==> config.mk <==
export PLATFORM = sky130hd
export DESIGN_NAME = cache_arbiter
export DESIGN_NICKNAME = d
export VERILOG_FILES = /design/src/rtl/cache_arbiter.sv
export SDC_FILE = /design/constraint.sdc
export NUM_CORES = 1
export LEC_CHECK = 0
export CAP_MARGIN = 20
export CELL_PAD_IN_SITES_DETAIL_PLACEMENT = 1
export CELL_PAD_IN_SITES_GLOBAL_PLACEMENT = 2
export CORE_MARGIN = 8
export CORE_UTILIZATION = 23
export CTS_BUF_LIST = sky130_fd_sc_hd__clkbuf_8
export DETAILED_ROUTE_END_ITERATION = 16
export PLACE_DENSITY = 0.86
export SYNTH_ARGS = -nofsm -noshare
export SYNTH_HDL_FRONTEND = slang
export SYNTH_SLANG_ARGS = --single-unit
==> constraint.sdc <==
create_clock -name clk -period 2.92 [get_ports clk]
set_input_delay 0.292 -clock clk [delete_from_list [all_inputs] [get_ports clk]]
set_output_delay 0.292 -clock clk [all_outputs]
set_load 0.02 [all_outputs]
==> src/rtl/cache_arbiter.sv <==
// Two-port (instruction/data) arbiter in front of a single cache request port.
// One transaction at a time: IDLE grants, BUSY waits for the cache, DONE pulses ready.
module cache_arbiter #(
  parameter int ROUND_ROBIN = 1
) (
  input  logic        clk,
  input  logic        reset,
  input  logic        i_valid,
  output logic        i_ready,
  input  logic [31:0] i_addr,
  output logic [31:0] i_rdata,
  input  logic        d_valid,
  output logic        d_ready,
  input  logic [31:0] d_addr,
  input  logic [3:0]  d_wmask,
  input  logic [31:0] d_wdata,
  output logic [31:0] d_rdata,
  output logic        mem_valid,
  input  logic        mem_ready,
  output logic [31:0] mem_addr,
  output logic [3:0]  mem_wmask,
  output logic [31:0] mem_wdata,
  input  logic [31:0] mem_rdata
);

  typedef enum logic [1:0] {IDLE, BUSY, DONE} state_e;

  localparam logic GRANT_I = 1'b0;
  localparam logic GRANT_D = 1'b1;

  state_e      state_q, state_d;
  logic        mem_valid_q, mem_valid_d;
  logic [31:0] mem_addr_q, mem_addr_d;
  logic [3:0]  mem_wmask_q, mem_wmask_d;
  logic [31:0] mem_wdata_q, mem_wdata_d;
  logic        grant_q, grant_d;
  logic        last_grant_q, last_grant_d;
  logic        i_ready_q, i_ready_d;
  logic        d_ready_q, d_ready_d;
  logic [31:0] i_rdata_q, i_rdata_d;
  logic [31:0] d_rdata_q, d_rdata_d;
  logic        pick;

  always_comb begin
    state_d      = state_q;
    mem_valid_d  = mem_valid_q;
    mem_addr_d   = mem_addr_q;
    mem_wmask_d  = mem_wmask_q;
    mem_wdata_d  = mem_wdata_q;
    grant_d      = grant_q;
    last_grant_d = last_grant_q;
    i_ready_d    = 1'b0;
    d_ready_d    = 1'b0;
    i_rdata_d    = i_rdata_q;
    d_rdata_d    = d_rdata_q;

    // Under contention round-robin favours the port that did not win last time.
    pick = d_valid;
    if (i_valid && d_valid) begin
      pick = (ROUND_ROBIN != 0) ? ~last_grant_q : GRANT_D;
    end

    unique case (state_q)
      IDLE: begin
        if (i_valid || d_valid) begin
          state_d      = BUSY;
          mem_valid_d  = 1'b1;
          grant_d      = pick;
          last_grant_d = pick;
          if (pick == GRANT_D) begin
            mem_addr_d  = d_addr;
            mem_wmask_d = d_wmask;
            mem_wdata_d = d_wdata;
          end else begin
            mem_addr_d  = i_addr;
            mem_wmask_d = '0;
            mem_wdata_d = '0;
          end
        end
      end
      BUSY: begin
        if (mem_ready) begin
          state_d     = DONE;
          mem_valid_d = 1'b0;
          if (grant_q == GRANT_D) begin
            d_rdata_d = mem_rdata;
            d_ready_d = 1'b1;
          end else begin
            i_rdata_d = mem_rdata;
            i_ready_d = 1'b1;
          end
        end
      end
      DONE: begin
        state_d = IDLE;
      end
      default: begin
        state_d = IDLE;
      end
    endcase
  end

  always_ff @(posedge clk) begin
    if (reset) begin
      state_q      <= IDLE;
      mem_valid_q  <= 1'b0;
      mem_addr_q   <= '0;
      mem_wmask_q  <= '0;
      mem_wdata_q  <= '0;
      grant_q      <= GRANT_I;
      last_grant_q <= GRANT_I;
      i_ready_q    <= 1'b0;
      d_ready_q    <= 1'b0;
      i_rdata_q    <= '0;
      d_rdata_q    <= '0;
    end else begin
      state_q      <= state_d;
      mem_valid_q  <= mem_valid_d;
      mem_addr_q   <= mem_addr_d;
      mem_wmask_q  <= mem_wmask_d;
      mem_wdata_q  <= mem_wdata_d;
      grant_q      <= grant_d;
      last_grant_q <= last_grant_d;
      i_ready_q    <= i_ready_d;
      d_ready_q    <= d_ready_d;
      i_rdata_q    <= i_rdata_d;
      d_rdata_q    <= d_rdata_d;
    end
  end

  assign mem_valid = mem_valid_q;
  assign mem_addr  = mem_addr_q;
  assign mem_wmask = mem_wmask_q;
  assign mem_wdata = mem_wdata_q;
  assign i_ready   = i_ready_q;
  assign d_ready   = d_ready_q;
  assign i_rdata   = i_rdata_q;
  assign d_rdata   = d_rdata_q;

endmodule

# Word-level counts from Yosys, hierarchy flattened
# Index checks and enable logic that the tools add are counted.
[totals]
regBits = 138
in_bits = 137
output_inout_bits = 135
[classes]
eq_ne = 3
n_mux = 12
bitwise = 3
reduce_logical = 10
[op_table]
columns = ["cell", "n"]
rows = [
  ["32-bit two-way mux", 2],
  ["3-bit AND reduction", 3],
  ["1-bit two-way mux", 5],
  ["2-bit two-way mux", 2],
  ["4-bit two-way mux", 1],
  ["2-bit inequality test, second input constant", 2],
  ["2-bit case mux with 2 select lines", 1],
  ["2-bit AND reduction", 2],
  ["1-bit inverter", 3],
  ["3-bit OR reduction", 1],
  ["2-bit by 1-bit equality test with 1-bit output, second input constant", 1],
  ["2-bit logical NOT", 1],
  ["1-bit case mux with 2 select lines", 1],
  ["2-bit nonzero test", 1],
  ["1-bit logical AND", 1],
  ["1-bit logical OR", 1],
]

# Logic depth before layout (Yosys ltp)
[depth]
depth_word = 3
depth_mapped = 6
mapped_depth_nobuf = 3

# Worst setup path after synthesis
# No wires, ideal clock.
[synth_path]
path_kind = "reg2reg"
start = "register state_q[0]"
end = "register mem_wdata_q[14] (netlist: mem_wdata[14])"
setup_time_ns = 0.132
arrival_ns = 1.151
path_slack_ns = 1.637
stages_incl_launch_ff = 7
path_buffers = 3
period_less_slack_ns = 1.283
cell_sequence = "dfxtp_1 > buf_2 > or2_1 > buf_4 > buf_2 > o21ai_0 > a21oi_1"
[synth_via]
elab_chain_cells = 2
[synth_lines]
columns = ["element", "line_no", "source"]
rows = [
  ["start: declaration", "31", "state_e state_q, state_d;"],
  ["start signal: assignment", "117", "state_q <= state_d;"],
  ["2-bit logical NOT", "63", "unique case (state_q)"],
  ["2-bit AND reduction (no line)", "--", ""],
  ["end signal: assignment", "121", "mem_wdata_q <= mem_wdata_d;"],
  ["end: declaration", "35", "logic [31:0] mem_wdata_q, mem_wdata_d;"],
]
# No other way between the ends.
# A chain may end at the register's enable or synchronous reset.

# Worst setup path in the final report
[layout_path]
start = "register mem_addr_q[5] (netlist: mem_addr[5])"
end = "output mem_addr[5]"
[layout_lines]
columns = ["element", "line_no", "source"]
rows = [
  ["start: declaration", "33", "logic [31:0] mem_addr_q, mem_addr_d;"],
  ["start signal: assignment", "119", "mem_addr_q <= mem_addr_d;"],
  ["end: declaration", "20", "output logic [31:0] mem_addr,"],
]
# No word-level cell between the ends.

==> metrics list <==
- Result of the run: completed
* Buffers plus inverters on the worst setup path: 1
* Area Growth Syn to Fin: 63.52%
- Insertion delay of the later-clocked pin in the worst-skew pair: 440 ps
* Synth area leaders: sky130_fd_sc_hd__dfxtp_1 52%, sky130_fd_sc_hd__nand2_1 14%, sky130_fd_sc_hd__a21oi_1 13%
- Internal power comes to between 0.003 and 0.004 W.
- After detailed routing, the average wire length per cell comes to 18.67 um.
* Setup violations, final: 0
- The placed instances occupy a cell area of about 8000 um2.
- Switching power: 0.001397 W
- Nets: 1032
- Clock skew: between 15 and 20 ps
* Final Max Slew Viols: 0
- The completed layout was analyzed and its total power is about 0.0049 W.
* Leftover overflow at the end of global routing: 0
* RR Startpoint: state_q[1]$_SDFFE_PP0P_
* Final instance area: 8681 um2
* Diodes inserted: 0
- Register bit count reported by yosys: 138
- In this run the number of cells on the critical path is 1.
- Final Cycle Share: 0.6035
- The final hold violation count was 0.
- Clock buffer count from CTS: 17
- The Yosys step of the flow raised 0 warnings.
- The floorplan step set the die height to around 170 um.
- Counting cells, the worst reg-to-reg path comes to 3.
* Number of post-CTS setup repair buffers: 0
* Core Region: 22640 um2
- Entering global routing, the biggest net connects 77 pins.
* Fraction of met3 tracks used by global routing: 0.06712
* Initial core utilization: 0.2345
- Cell Chain, Critical Path: clkdlybuf4s50_1
* Max-cap violation count: 0
- Crit path launch: mem_addr[5]$_SDFFE_PP0P_
- The pre-antenna-repair detailed-routing pass consisted of 4 iterations.
* Post-layout worst setup margin: 1158 ps
- At the end of routability-driven placement, the weighted congestion stood at between 0.7 and 0.8.
- The largest individual stage delay along the critical path comes from the cell sky130_fd_sc_hd__clkdlybuf4s50_1.
* Switching fraction of total power: 0.2847
- On the worst path, the slowest cell contributes a delay of 640 ps.
- For this run, the top clock speed supported by timing is 567.5 MHz.
- In this run, post-CTS hold repair placed 0 buffers.
- Clock tree from TritonCTS: built
- Setup repair after global routing left no endpoint under its margin.
* Crit path DAT: approximately 1500 ps
* Instance count of the mapped netlist: about 660
* Leading area contributor after synthesis: sky130_fd_sc_hd__dfxtp_1
- Port Buffers: 271
* Die width: approximately 170 um
- Relative max-transition margin: 0.4630
* Total global routing track utilization: 0.1548
* Number of filler instances in the final layout: 2680
- Combinational cell fraction of total power: 0.200
* Worst Hold Launch: reset
- Once detail routing completed, the nets flagged for antenna violations numbered 0.
* Min-Delay Path Class: input port to register
- Synth top area share: 0.5204
* Cell family with most CP delay: buffers and inverters
* Total detailed-routing wirelength: 22.28 mm
- CTS built an H-tree with a depth of 4.
* Die footprint: around 28000 um2
* Via count of the first global-routing pass: roughly 5900
- Of the synthesized area, sequential elements account for 0.5204.
- Worst-path maximum fanout: 2
- Gates resized during post-CTS repair numbered 0.
- Sort of element at the start of the critical path: register
- Share of total power in the clock network: 0.380
- Cell Area, Synth: 5309 um2
- Setup TNS: 0 ps
- Share of total power in sequential cells: 0.420
- Maximum vdd ir drop: 0.0002530 V
* Global routing met1 resource utilization: 0.1861
* Placement row count: 55
- Power density relative to cell area: about 570 nW/um2
- Post-DR vias/cell: 4.689
- Number of distinct library cells after synthesis: 22
- Summed over all cells, the static leakage comes to approximately 3.0 nW.
- The worst setup path is captured at a primary output.
* DRC errors left: 0
* Most used routing layer in global routing: met2
- The routed layout has approximately 5600 vias.
- For the pin with the worst max-slew slack, the measured transition is 803.6 ps.
- Number of antenna violations at the first check in global routing: 0
- Mean Syn Cell Area: 8.080 um2
- For this design, the sink count on the clock tree is 138.
- For this run, global-route usage on met2 was measured as 0.2456.
* Top library cells by usage in the layout, fill and taps aside: 270 x sky130_fd_sc_hd__clkdlybuf4s50_1, 195 x sky130_fd_sc_hd__nand2_1, 138 x sky130_fd_sc_hd__dfxtp_1
* Most common cell after layout, fill and taps aside: sky130_fd_sc_hd__clkdlybuf4s50_1
* Top-level port count: approximately 270
- HPWL Detailed: 15.67 mm
- Clock-pin slew was measured on the worst setup and hold paths at about 90 ps.
* Buffer cell driving the clock tree root: sky130_fd_sc_hd__clkbuf_8
- In the final layout, the share of cells above drive strength 1 is 0.05947.
* CTS Buffer Depth: 2
* Final critical path time including I/O delays and setup: 1762 ps
- The first global-routing pass estimated between 30 and 40 mm of wire.
* Critical path required time: around 2600 ps
- The number of nets handed over by synthesis was 794.
- Worst Hold Depth: 2
* Worst-case setup slack after placement: 777.0 ps
- DRC violation total after the first TritonRoute iteration: 271
* Worst setup path class: register to primary output
==> per-layer routing <==
layer  up-vias  share of wire
li1       2752              -
met1      2637           0.43
met2       187           0.45
met3        18          0.096
met4         0          0.016
met5         -              0
==> cell usage after synthesis, drive strengths merged <==
master / instances
nand2: 195
dfxtp: 138
a21oi: 135
buf: 41
o21ai: 37
nand4: 36
a311oi: 32
clkbuf: 26
nor2: 6
or2: 2
a21bo: 1
a21boi: 1
and4b: 1
nand3: 1
nand3b: 1
nand4b: 1
nand4bb: 1
nor4bb: 1
or3b: 1
==> per-stage QoR <==
| stage | utilization | cells | hold slack [ps] |
|---|---|---|---|
| floorplan | - | 657 | 428.0 |
| global placement | 0.3629 | 1161 | 441.1 |
| detailed placement | 0.3629 | 1161 | 446.9 |
| CTS | 0.3834 | 1193 | 223.2 |
| global route | 0.3834 | 1193 | 244.5 |
| finish | 0.3834 | 1193 | 269.6 |
==> cells by family after synthesis <==
| logic type | count (synthesis) | share of synthesized area |
|---|---|---|
| flip-flops | 138 | 0.5204 |
| AO/OA/AOI/OAI | 206 | 0.2189 |
| AND/OR/NAND/NOR | 246 | 0.2003 |
| buffers and inverters | 67 | 0.06033 |
==> flip-flops by register name (all words and copies together) (netlist names), 2 cells and up <==
signal	count
d_rdata	32
i_rdata	32
mem_addr	32
mem_wdata	32
mem_wmask	4
state_q	2
==> power by group through the flow <==
stage          registers [W]  logic [W]  clock network [W]
2_1_floorplan        0.00223   0.000331                  0
3_3_place_gp         0.00210   0.000989                  0
3_5_place_dp         0.00211   0.000995                  0
4_1_cts              0.00206   0.000999            0.00193
5_1_grt              0.00208    0.00106            0.00201
6_report             0.00206   0.000982            0.00186
==> worst paths after layout <==
path / slack, ps / end
setup / recovery: 1160 / mem_addr[5]
setup reg to reg: 1180 / mem_addr[28]$_SDFFE_PP0P_
hold reg to reg: 460 / d_rdata[0]$_SDFFE_PP0P_
hold / removal: 270 / mem_wdata[8]$_SDFFE_PP0P_
==> layout make-up <==
type / count / area (um2) / area share
Sequential cell: 138 / 2763 / 0.3182
Clock buffer: 18 / 247.7 / 0.02854
Clock inverter: 14 / 217.7 / 0.02508
Timing Repair Buffer: 286 / 2848 / 0.3280
Multi-Input combinational cell: 452 / 2248 / 0.2590
Tap cell: 285 / 356.6 / 0.04108
Note: power is estimated with default switching activity, not from simulation.
